File: src/rtl/pe_mac_seq.sv
// rtl/pe_mac_seq.sv - per-PE MAC loop sequencer (optional perf counters under PE_MAC_SEQ_PERF_CNT_EN)
module pe_mac_seq #(
  parameter int IPADSIZE = 12,
  parameter int WPADSIZE = 48,
  parameter int PPADSIZE = 64,
  parameter int MACLAT   = 2,
  localparam int IPAW = $clog2(IPADSIZE),
  localparam int WPAW = $clog2(WPADSIZE),
  localparam int PPAW = $clog2(PPADSIZE)
) (
  input  logic            clk,
  input  logic            rst,
  input  logic            start,
  input  logic            stall,
  input  logic            dval,
  input  logic [4:0]      cfg_pm,
  input  logic [IPAW:0]   cfg_ipad_size,
  input  logic [6:0]      cfg_tw,
  input  logic [IPAW:0]   cfg_upix,
  output logic [IPAW-1:0] ipad_raddr,
  output logic [WPAW-1:0] wpad_raddr,
  output logic [PPAW-1:0] ppad_raddr,
  output logic [PPAW-1:0] ppad_waddr,
  output logic            ppad_write,
  output logic            ss_valid,
  output logic            ss_fstpix,
  output logic            ss_lstpix,
  output logic            busy,
  output logic            done
`ifdef PE_MAC_SEQ_PERF_CNT_EN
  ,
  output logic [15:0]     perf_busy_cyc,
  output logic [15:0]     perf_stall_cyc
`endif
);

  localparam int DW = (MACLAT > 1) ? $clog2(MACLAT) : 1;
  localparam logic [DW-1:0] DRAIN_LAST = DW'(MACLAT - 1);
  localparam logic [IPAW:0] IPAD_DEPTH = (IPAW+1)'(IPADSIZE);

  typedef enum logic [1:0] {S_IDLE, S_RUN, S_DRAIN, S_DONE} state_t;
  state_t state, state_nxt;

  logic [4:0]      pm_q, m_q;
  logic [IPAW:0]   isz_q, upix_q, k_q, base_q;
  logic [6:0]      tw_q, x_q;
  logic [WPAW-1:0] wrow_q;
  logic [PPAW-1:0] pbase_q;
  logic [DW-1:0]   drain_q;
  logic [PPAW-1:0] wb_addr [MACLAT];
  logic [MACLAT-1:0] wb_val;

  logic adv, start_ok, last_m, last_k, last_x;
  logic [IPAW:0] upix_red, isum, iaddr_nxt, bsum, base_nxt;

  assign adv      = (state == S_RUN) & ~stall & dval;
  assign start_ok = start & (state == S_IDLE);
  assign last_m   = (m_q == pm_q - 5'd1);
  assign last_k   = (k_q == isz_q - (IPAW+1)'(1));
  assign last_x   = (x_q == tw_q - 7'd1);
  assign busy     = (state != S_IDLE);

  // Reduce the column stride into [0, IPADSIZE) once at start; the field can hold up to ~4x depth
  always_comb begin
    upix_red = cfg_upix;
    for (int i = 0; i < 3; i++) begin
      if (upix_red >= IPAD_DEPTH) upix_red = upix_red - IPAD_DEPTH;
    end
  end

  // Modulo-depth wrap for the window read address and the next column base
  always_comb begin
    isum      = base_q + k_q;
    iaddr_nxt = (isum >= IPAD_DEPTH) ? isum - IPAD_DEPTH : isum;
    bsum      = base_q + upix_q;
    base_nxt  = (bsum >= IPAD_DEPTH) ? bsum - IPAD_DEPTH : bsum;
  end

  // State register
  always_ff @(posedge clk or posedge rst) begin
    if (rst) state <= S_IDLE;
    else     state <= state_nxt;
  end

  // Next-state logic: RUN until the last issue, DRAIN for MACLAT advancing cycles, one DONE cycle
  always_comb begin
    state_nxt = state;
    case (state)
      S_IDLE:  if (start) state_nxt = S_RUN;
      S_RUN:   if (adv && last_m && last_k && last_x) state_nxt = S_DRAIN;
      S_DRAIN: if (!stall && drain_q == DRAIN_LAST) state_nxt = S_DONE;
      S_DONE:  if (!stall) state_nxt = S_IDLE;
      default: state_nxt = S_IDLE;
    endcase
  end

  // Config latch and x/k/m loop counters with incremental address bases
  always_ff @(posedge clk or posedge rst) begin
    if (rst) begin
      pm_q <= '0; isz_q <= '0; tw_q <= '0; upix_q <= '0;
      x_q <= '0; k_q <= '0; m_q <= '0;
      base_q <= '0; wrow_q <= '0; pbase_q <= '0;
    end else if (start_ok) begin
      pm_q <= cfg_pm; isz_q <= cfg_ipad_size; tw_q <= cfg_tw; upix_q <= upix_red;
      x_q <= '0; k_q <= '0; m_q <= '0;
      base_q <= '0; wrow_q <= '0; pbase_q <= '0;
    end else if (adv) begin
      if (last_m) begin
        m_q    <= '0;
        wrow_q <= '0;
        if (last_k) begin
          k_q     <= '0;
          x_q     <= x_q + 7'd1;
          base_q  <= base_nxt;
          pbase_q <= pbase_q + PPAW'(pm_q);
        end else begin
          k_q <= k_q + (IPAW+1)'(1);
        end
      end else begin
        m_q    <= m_q + 5'd1;
        wrow_q <= wrow_q + WPAW'(isz_q);
      end
    end
  end

  // Issue register: addresses and shift-stage bits, frozen while stalled
  always_ff @(posedge clk or posedge rst) begin
    if (rst) begin
      ss_valid <= 1'b0; ss_fstpix <= 1'b0; ss_lstpix <= 1'b0;
      ipad_raddr <= '0; wpad_raddr <= '0; ppad_raddr <= '0;
    end else if (!stall) begin
      ss_valid  <= adv;
      ss_fstpix <= adv & (k_q == '0);
      ss_lstpix <= adv & last_k;
      if (adv) begin
        ipad_raddr <= iaddr_nxt[IPAW-1:0];
        wpad_raddr <= wrow_q + WPAW'(k_q);
        ppad_raddr <= pbase_q + PPAW'(m_q);
      end
    end
  end

  // Write-back delay line; keeps shifting in DRAIN so the final issues reach the psum pad
  always_ff @(posedge clk or posedge rst) begin
    if (rst) begin
      wb_val <= '0;
      for (int i = 0; i < MACLAT; i++) wb_addr[i] <= '0;
    end else if (!stall) begin
      wb_val[0]  <= ss_valid;
      wb_addr[0] <= ppad_raddr;
      for (int i = 1; i < MACLAT; i++) begin
        wb_val[i]  <= wb_val[i-1];
        wb_addr[i] <= wb_addr[i-1];
      end
    end
  end

  assign ppad_waddr = wb_addr[MACLAT-1];
  assign ppad_write = wb_val[MACLAT-1];

  // Drain cycle counter and the registered completion pulse
  always_ff @(posedge clk or posedge rst) begin
    if (rst) begin
      drain_q <= '0;
      done    <= 1'b0;
    end else begin
      done <= (state == S_DONE) & ~stall;
      if (state != S_DRAIN) drain_q <= '0;
      else if (!stall)      drain_q <= drain_q + DW'(1);
    end
  end

`ifdef PE_MAC_SEQ_PERF_CNT_EN
  // Saturating activity counters, cleared when a sequence is accepted
  always_ff @(posedge clk or posedge rst) begin
    if (rst) begin
      perf_busy_cyc  <= '0;
      perf_stall_cyc <= '0;
    end else if (start_ok) begin
      perf_busy_cyc  <= '0;
      perf_stall_cyc <= '0;
    end else begin
      if ((state == S_RUN || state == S_DRAIN) && perf_busy_cyc != 16'hFFFF)
        perf_busy_cyc <= perf_busy_cyc + 16'd1;
      if (state == S_RUN && !adv && perf_stall_cyc != 16'hFFFF)
        perf_stall_cyc <= perf_stall_cyc + 16'd1;
    end
  end
`endif

endmodule

File: config.mk
export PLATFORM = sky130hd
export DESIGN_NAME = pe_mac_seq
export DESIGN_NICKNAME = d
export VERILOG_FILES = /design/src/rtl/pe_mac_seq.sv
export SDC_FILE = /design/constraint.sdc
export NUM_CORES = 1
export LEC_CHECK = 0
export CORE_MARGIN = 2
export CORE_UTILIZATION = 35
export CTS_BUF_LIST = sky130_fd_sc_hd__clkbuf_2
export DETAILED_ROUTE_END_ITERATION = 16
export REMOVE_ABC_BUFFERS = 1
export SLEW_MARGIN = 20
export SYNTH_ARGS = -nofsm -noshare
export SYNTH_HDL_FRONTEND = slang
export SYNTH_SLANG_ARGS = --single-unit
File: constraint.sdc
create_clock -name clk -period 4 [get_ports clk]
set_input_delay 1.2 -clock clk [delete_from_list [all_inputs] [get_ports clk]]
set_output_delay 1.2 -clock clk [all_outputs]
set_load 0.005 [all_outputs]
==> flow_metrics.tcl, run 1 <==
set metrics [dict create \
    worstMarginPinSlew_ns 0.602 \
    placedCellCount 833 \
    path_clk_slew_ns 0.27 \
    layout.nets 705 \
    cts_max_path_buffers 2 \
    drive_gt1_frac 0.0837 \
    wire_per_inst_um 13.8 \
    die_w_um 130 \
    synth_cell_types 60 \
    leakage_nw 3.08 \
    initial_core_util 0.354 \
    path_class "input pin to flop" \
    rows 46 \
    place.port_buffers 54 \
    ios 55 \
    drt_wl_total_mm 11.7 \
    hp-start "wpad_raddr[0]" \
    syn_area_per_cell_um2 9.68 \
    endpoint_kind "flop" \
    p_int_mw 1.61 \
    antennaDiodeCount 0 \
    gp_congestion 0.813 \
    dp_hpwl_mm 8.72 \
    powerDensity_nw_per_um2 371 \
    fill_cells 1581 \
    synth_edf_count 0 \
    grt_max_degree 94 \
    post-route-util 0.411 \
    synth_top_area_cell "dfrtp_1" \
    slew_headroom 0.595 \
    critPathMaxFanout 8 \
    drv_slew 0 \
    rsz0062_at_grt "no" \
    synth_area_um2 5590 \
    synth_ff_type "dfrtp_1" \
    area_growth_pct 15.9 \
    drtIter0Drc 186 \
    cts_root_buf "clkbuf_2" \
    yosys-top-cells-area "dfrtp_1 (42%), ha_1 (9.9%), nand2_1 (7.0%)" \
    vias 4133 \
    r2r-start "pm_q[1]" \
    ir_drop_v 0.000153 \
    final_cells 849 \
    cp.required_ns 4.50 \
    hold_violations 0 \
    vias_per_cell 4.87 \
    cts_setup_buffers 0 \
    hold_slack_ns 0.513 \
    pwr-share-comb 0.295 \
    hold_path_class "flop to flop" \
    antenna_found_initial 0 \
    fin_crit_ns 3.20 \
    synth_seq_cells 93 \
    firstDrtPassIters 4 \
    ys_warn_count 0 \
    arrival_ns 3.69 \
    clk_latency_ns 0.61 \
    cts.sink_count 93 \
    max-cap-violations 0 \
    grt.total_usage 0.149 \
    cts_hold_buffers 0 \
    synth_top_area_share 0.416 \
    syn_inst 577 \
    drc 0 \
    tritoncts "yes" \
    async_flop_share 1.00 \
    max_freq_mhz 313 \
    status "finished clean" \
    placed_area_um2 6360 \
    final.period_utilization 0.799 \
    die_h_um 130 \
    sequentialPowerShare 0.504 \
    dieArea_um2 17000 \
    seq_area_frac_synth 0.416 \
    crit_start "cfg_upix[2]" \
    ant_nets 0 \
    area.sequential_um2 2330 \
    numCtsBuffers 9 \
    first_global_vias 4114 \
    p_sw_mw 0.798 \
    core_area_um2 15800 \
    power_frac_clock 0.201 \
    skew_ns 0.0307 \
    setup_tns_ns 0 \
    swShare 0.332 \
    grt_pass1_wl_mm 19.7 \
    cts_resized 0 \
    htree_num_levels 3 \
    setup_viol_count_final 0 \
    gr-total-overflow 0 \
    multi_input_area_um2 3020 \
    cp-start-kind "input pin" \
    stdcell_area_um2 6480 \
]
cell usage in the layout, fill, tap and decap left out, drive strengths merged, types with 3 or more instances in the layout:
| cell type | count |
|---|---|
| or3 | 7 |
| inv | 34 |
| o21ai | 43 |
| fa | 6 |
| o21bai | 3 |
| nand2 | 104 |
| ha | 44 |
| a21o | 14 |
| a311oi | 3 |
| clkinv | 4 |
| and2 | 5 |
| buf | 8 |
| nand3 | 9 |
| mux2 | 16 |
| xor2 | 21 |
| clkdlybuf4s50 | 54 |
| o22ai | 3 |
| dfrtp | 93 |
| clkbuf | 9 |
| a22o | 3 |
| nor2 | 19 |
| o31ai | 4 |
| nand2b | 5 |
| nor2b | 6 |
| nor3b | 4 |
| a211oi | 4 |
| nand4 | 5 |
| o211ai | 3 |
| mux2i | 7 |
| a31o | 3 |
| a21oi | 34 |
| xnor2 | 25 |
| nor3 | 6 |
power groups by stage:
stage               Clock (mW)  Sequential [mW]  Combinational (mW)
floorplan                    0             1.19               0.445
global placement             0             1.22               0.693
detailed placement           0             1.23               0.716
CTS                      0.507             1.21               0.722
global route             0.547             1.24               0.808
finish                   0.483             1.21               0.710
synthesized netlist by cell type (all sizes together), types with 6 or more instances:
| master | count |
|---|---|
| buf | 11 |
| xor2 | 21 |
| nor3 | 6 |
| nand3 | 9 |
| xnor2 | 25 |
| nor2b | 6 |
| mux2i | 7 |
| clkbuf | 11 |
| mux2 | 16 |
| or3 | 7 |
| a21o | 14 |
| nor2 | 19 |
| ha | 44 |
| o21ai | 43 |
| fa | 6 |
| dfrtp | 93 |
| a21oi | 34 |
| nand2 | 104 |
| inv | 34 |
routing by layer:
metal  share of wire  wire (µm)  vias up  global-route usage
li1                -          -     2083                   -
met1            0.46       5400     1970               0.189
met2            0.49       5700       68               0.253
met3           0.039        462       12              0.0406
met4           0.015        171        0              0.0363
met5               0          0        -                   0
layout make-up:
class	count	share of cell area
inverters	34	0.0199
clock buffers	9	0.00696
clock inverters	7	0.0116
flip-flops and latches	93	0.359
well taps	216	0.0417
repair buffers	62	0.0947
multi-input cells	428	0.466
stage by stage:
step | setup slack (ns) | total power, mW
final | 0.802 | 2.40
after global routing | 0.706 | 2.59
after CTS | 0.823 | 2.44
after detailed placement | 0.210 | 1.95
after global placement | 0.441 | 1.91
after floorplan | 0.380 | 1.64
registers in the layout, indices dropped and copies added (netlist names):
register	flops
drain_q	1
wrow_q	6
wb_addr	6
pm_q	5
done	1
ppad_waddr	6
ss_lstpix	1
upix_q	5
pbase_q	6
ipad_raddr	4
k_q	5
base_q	5
m_q	5
isz_q	5
wb_val	2
wpad_raddr	6
tw_q	7
ppad_raddr	6
state	2
ss_fstpix	1
ss_valid	1
x_q	7
critical path, cell delays in order:
cell and delay (ns):
clkdlybuf4s50_1 0.53, ha_1 0.31, a21oi_1 0.33, mux2i_1 0.25, o22ai_1 0.14, ha_1 0.24
a21boi_0 0.36, mux2i_1 0.24, o21ai_0 0.09
final timing paths:
check	endpoint	depth (start not counted)	slack, ns
min reg2reg	wpad_raddr[0]	2	0.51
min in group asynchronous	ppad_waddr[4]	3	0.98
max reg2reg	x_q[6]	8	1.36
max	upix_q[3]	9	0.80
min	wpad_raddr[0]	2	0.51
max in group asynchronous	upix_q[4]	3	2.60
kinds of logic after synthesis:
logic type | after synthesis | share of synthesized area
buffers and inverters | 56 | 0.0437
adders and majority gates | 50 | 0.120
xor gates and xnor gates | 46 | 0.0721
and+or+nand+nor | 181 | 0.155
DFF | 93 | 0.416
AOI/OAI and AO/OA | 128 | 0.148
muxes | 23 | 0.0448
Note: power is estimated with default switching activity, not from simulation.
==> run 2: changes to the inputs <==
Clock period 4 ns to 2.7 ns, I/O delays scaled along.
==> run 2 against run 1 <==
  * Clock-buffer cell count did not move
  * Largest cell class unchanged
  * Sequential power grew 47%
  * Utilization grew 1.1 points
  * Cell count increased by 3.1%
  * Flip-flop and latch count unchanged
==> flow_metrics.tcl, run 2 (synthesis results as in run 1) <==
set metrics [dict create \
    skew_ns 0.0323 \
    worst_path_largest_cell_delay_ns 0.48 \
    critPathMaxFanout 4 \
    initial_core_util 0.354 \
    antennaDiodeCount 0 \
    numCtsBuffers 9 \
    cp.required_ns 3.23 \
    drv_slew 0 \
    ant_nets 0 \
    area.sequential_um2 2330 \
    fin_crit_ns 2.57 \
    met2_length_mm 5.95 \
    first_global_vias 4454 \
    hold_violations 0 \
    multi_input_area_um2 3020 \
    cp_slowest_cell "dfrtp_1" \
    powerDensity_nw_per_um2 529 \
    gp_congestion 0.828 \
    cts_hold_buffers 0 \
    final.period_utilization 0.952 \
    final_common_cell "nand2_1" \
    cts_max_path_buffers 2 \
    cts_root_buf "clkbuf_2" \
    critPathTopFamily "compound AO/OA/AOI/OAI gates" \
    htree_num_levels 3 \
    grt_max_degree 62 \
    leakage_nw 3.18 \
    wl_met1_mm 5.55 \
    reg2reg_depth 8 \
    gr-total-overflow 0 \
    dr_wl_met3_um 450 \
    firstDrtPassIters 4 \
    cts.sink_count 93 \
    grt.total_usage 0.154 \
    ir_drop_v 0.000212 \
    reg2reg_slack_ns 0.13 \
    vias 4296 \
    endpoint_kind "flop" \
    top_regs "tw_q x7, x_q x7" \
    arrival_ns 3.10 \
    hold_path_class "input pin to asynchronous set/reset pin" \
    ios 55 \
    cp.buffers_inverters 1 \
    drt_wl_total_mm 12.2 \
    rsz0062_at_grt "no" \
    crit_chain "inv_1 > ha_1 > nor4bb_1 > o211ai_1 > a311o_1 > nor3_2 > a31o_2 > mux2_1" \
    crit_start "pm_q[0]" \
    clk_latency_ns 0.62 \
    slew_headroom 0.670 \
    top_layer "met4" \
    drtIter0Drc 190 \
    r2r-start "pm_q[0]" \
    drive_gt1_frac 0.123 \
    setup_tns_ns 0 \
    rows 46 \
    status "finished clean" \
    dieArea_um2 17000 \
    r2r-end "state[1]" \
    path_clk_slew_ns 0.28 \
    tritoncts "yes" \
    grt_pass1_wl_mm 20.8 \
    hold_slack_ns 0.426 \
    wire_per_inst_um 13.9 \
    vias_per_cell 4.91 \
    drc 0 \
    setup_viol_count_final 0 \
    fill_cells 1609 \
    core_area_um2 15800 \
    worstSetupPathDepth 8 \
    max_freq_mhz 389 \
    cp-start-kind "flop" \
    die_h_um 130 \
    final_cell_mix "nand2_1 (104), dfrtp_1 (93), clkdlybuf4s50_1 (53)" \
    antenna_found_initial 0 \
    dp_hpwl_mm 9.21 \
    area_growth_pct 19.1 \
    layout.nets 731 \
    max-cap-violations 0 \
    path_class "flop to flop" \
    die_w_um 130 \
    endpoint "state[1]" \
    place.port_buffers 54 \
    total_power_mw 3.52 \
    worstMarginPinSlew_ns 0.494 \
    post-route-util 0.422 \
]
## run 2: where the power goes
group          leakage [nW]  internal, mW  switching [mW]
Clock                0.0501         0.121           0.515
Combinational          1.93         0.609           0.500
Sequential             1.20          1.59           0.191
## run 2: routing by layer
layer  vias to the layer above  GRT usage
li1                       2141          -
met1                      2062      0.194
met2                        76      0.269
met3                        17     0.0279
met4                         0     0.0519
met5                         -          0
## run 2: cell type report
cell class,count,area share
inverters,34,0.0194
clock buffers,9,0.00677
clock inverters,7,0.00790
flip-flops and latches,93,0.350
repair buffers,88,0.122
well taps,216,0.0406
multi-input cells,428,0.454
## run 2: how the worst min path moves through the flow
stage	from	end	slack (ns)	cells after the start
floorplan	upix_q[0]	upix_q[0]	0.45	2
global placement	wpad_raddr[0]	wpad_raddr[0]	0.46	2
detailed placement	wpad_raddr[0]	wpad_raddr[0]	0.47	2
CTS	rst	ppad_raddr[3]	0.41	2
global route	rst	wb_val[0]	0.44	2
finish	rst	ppad_waddr[3]	0.43	2
## run 2: worst register-to-register path, delay by kind of cell, from the launching register on
family | cells | cell delay (ns)
multiplexers | 1 | 0.32
flip-flops | 1 | 0.48
AND/OR/NAND/NOR | 2 | 0.59
buffers and inverters | 1 | 0.11
adder cells (fa/ha/maj) | 1 | 0.19
AO/OA/AOI/OAI | 3 | 0.80
## run 2: through the flow
step	area [µm²]	setup WS [ns]	cells
after floorplan	5470	-0.530	555
after global placement	6540	-0.283	857
after detailed placement	6540	-0.420	857
after CTS	6650	0.118	875
after global routing	6650	0.000578	875
final	6650	0.131	875
## run 2: what timing repair did
| action | CTS | global route |
|---|---|---|
| buffers inserted | 2 | 0 |
| setup endpoints to repair | 1 | 2 |
| resized for setup | 2 | 1 |
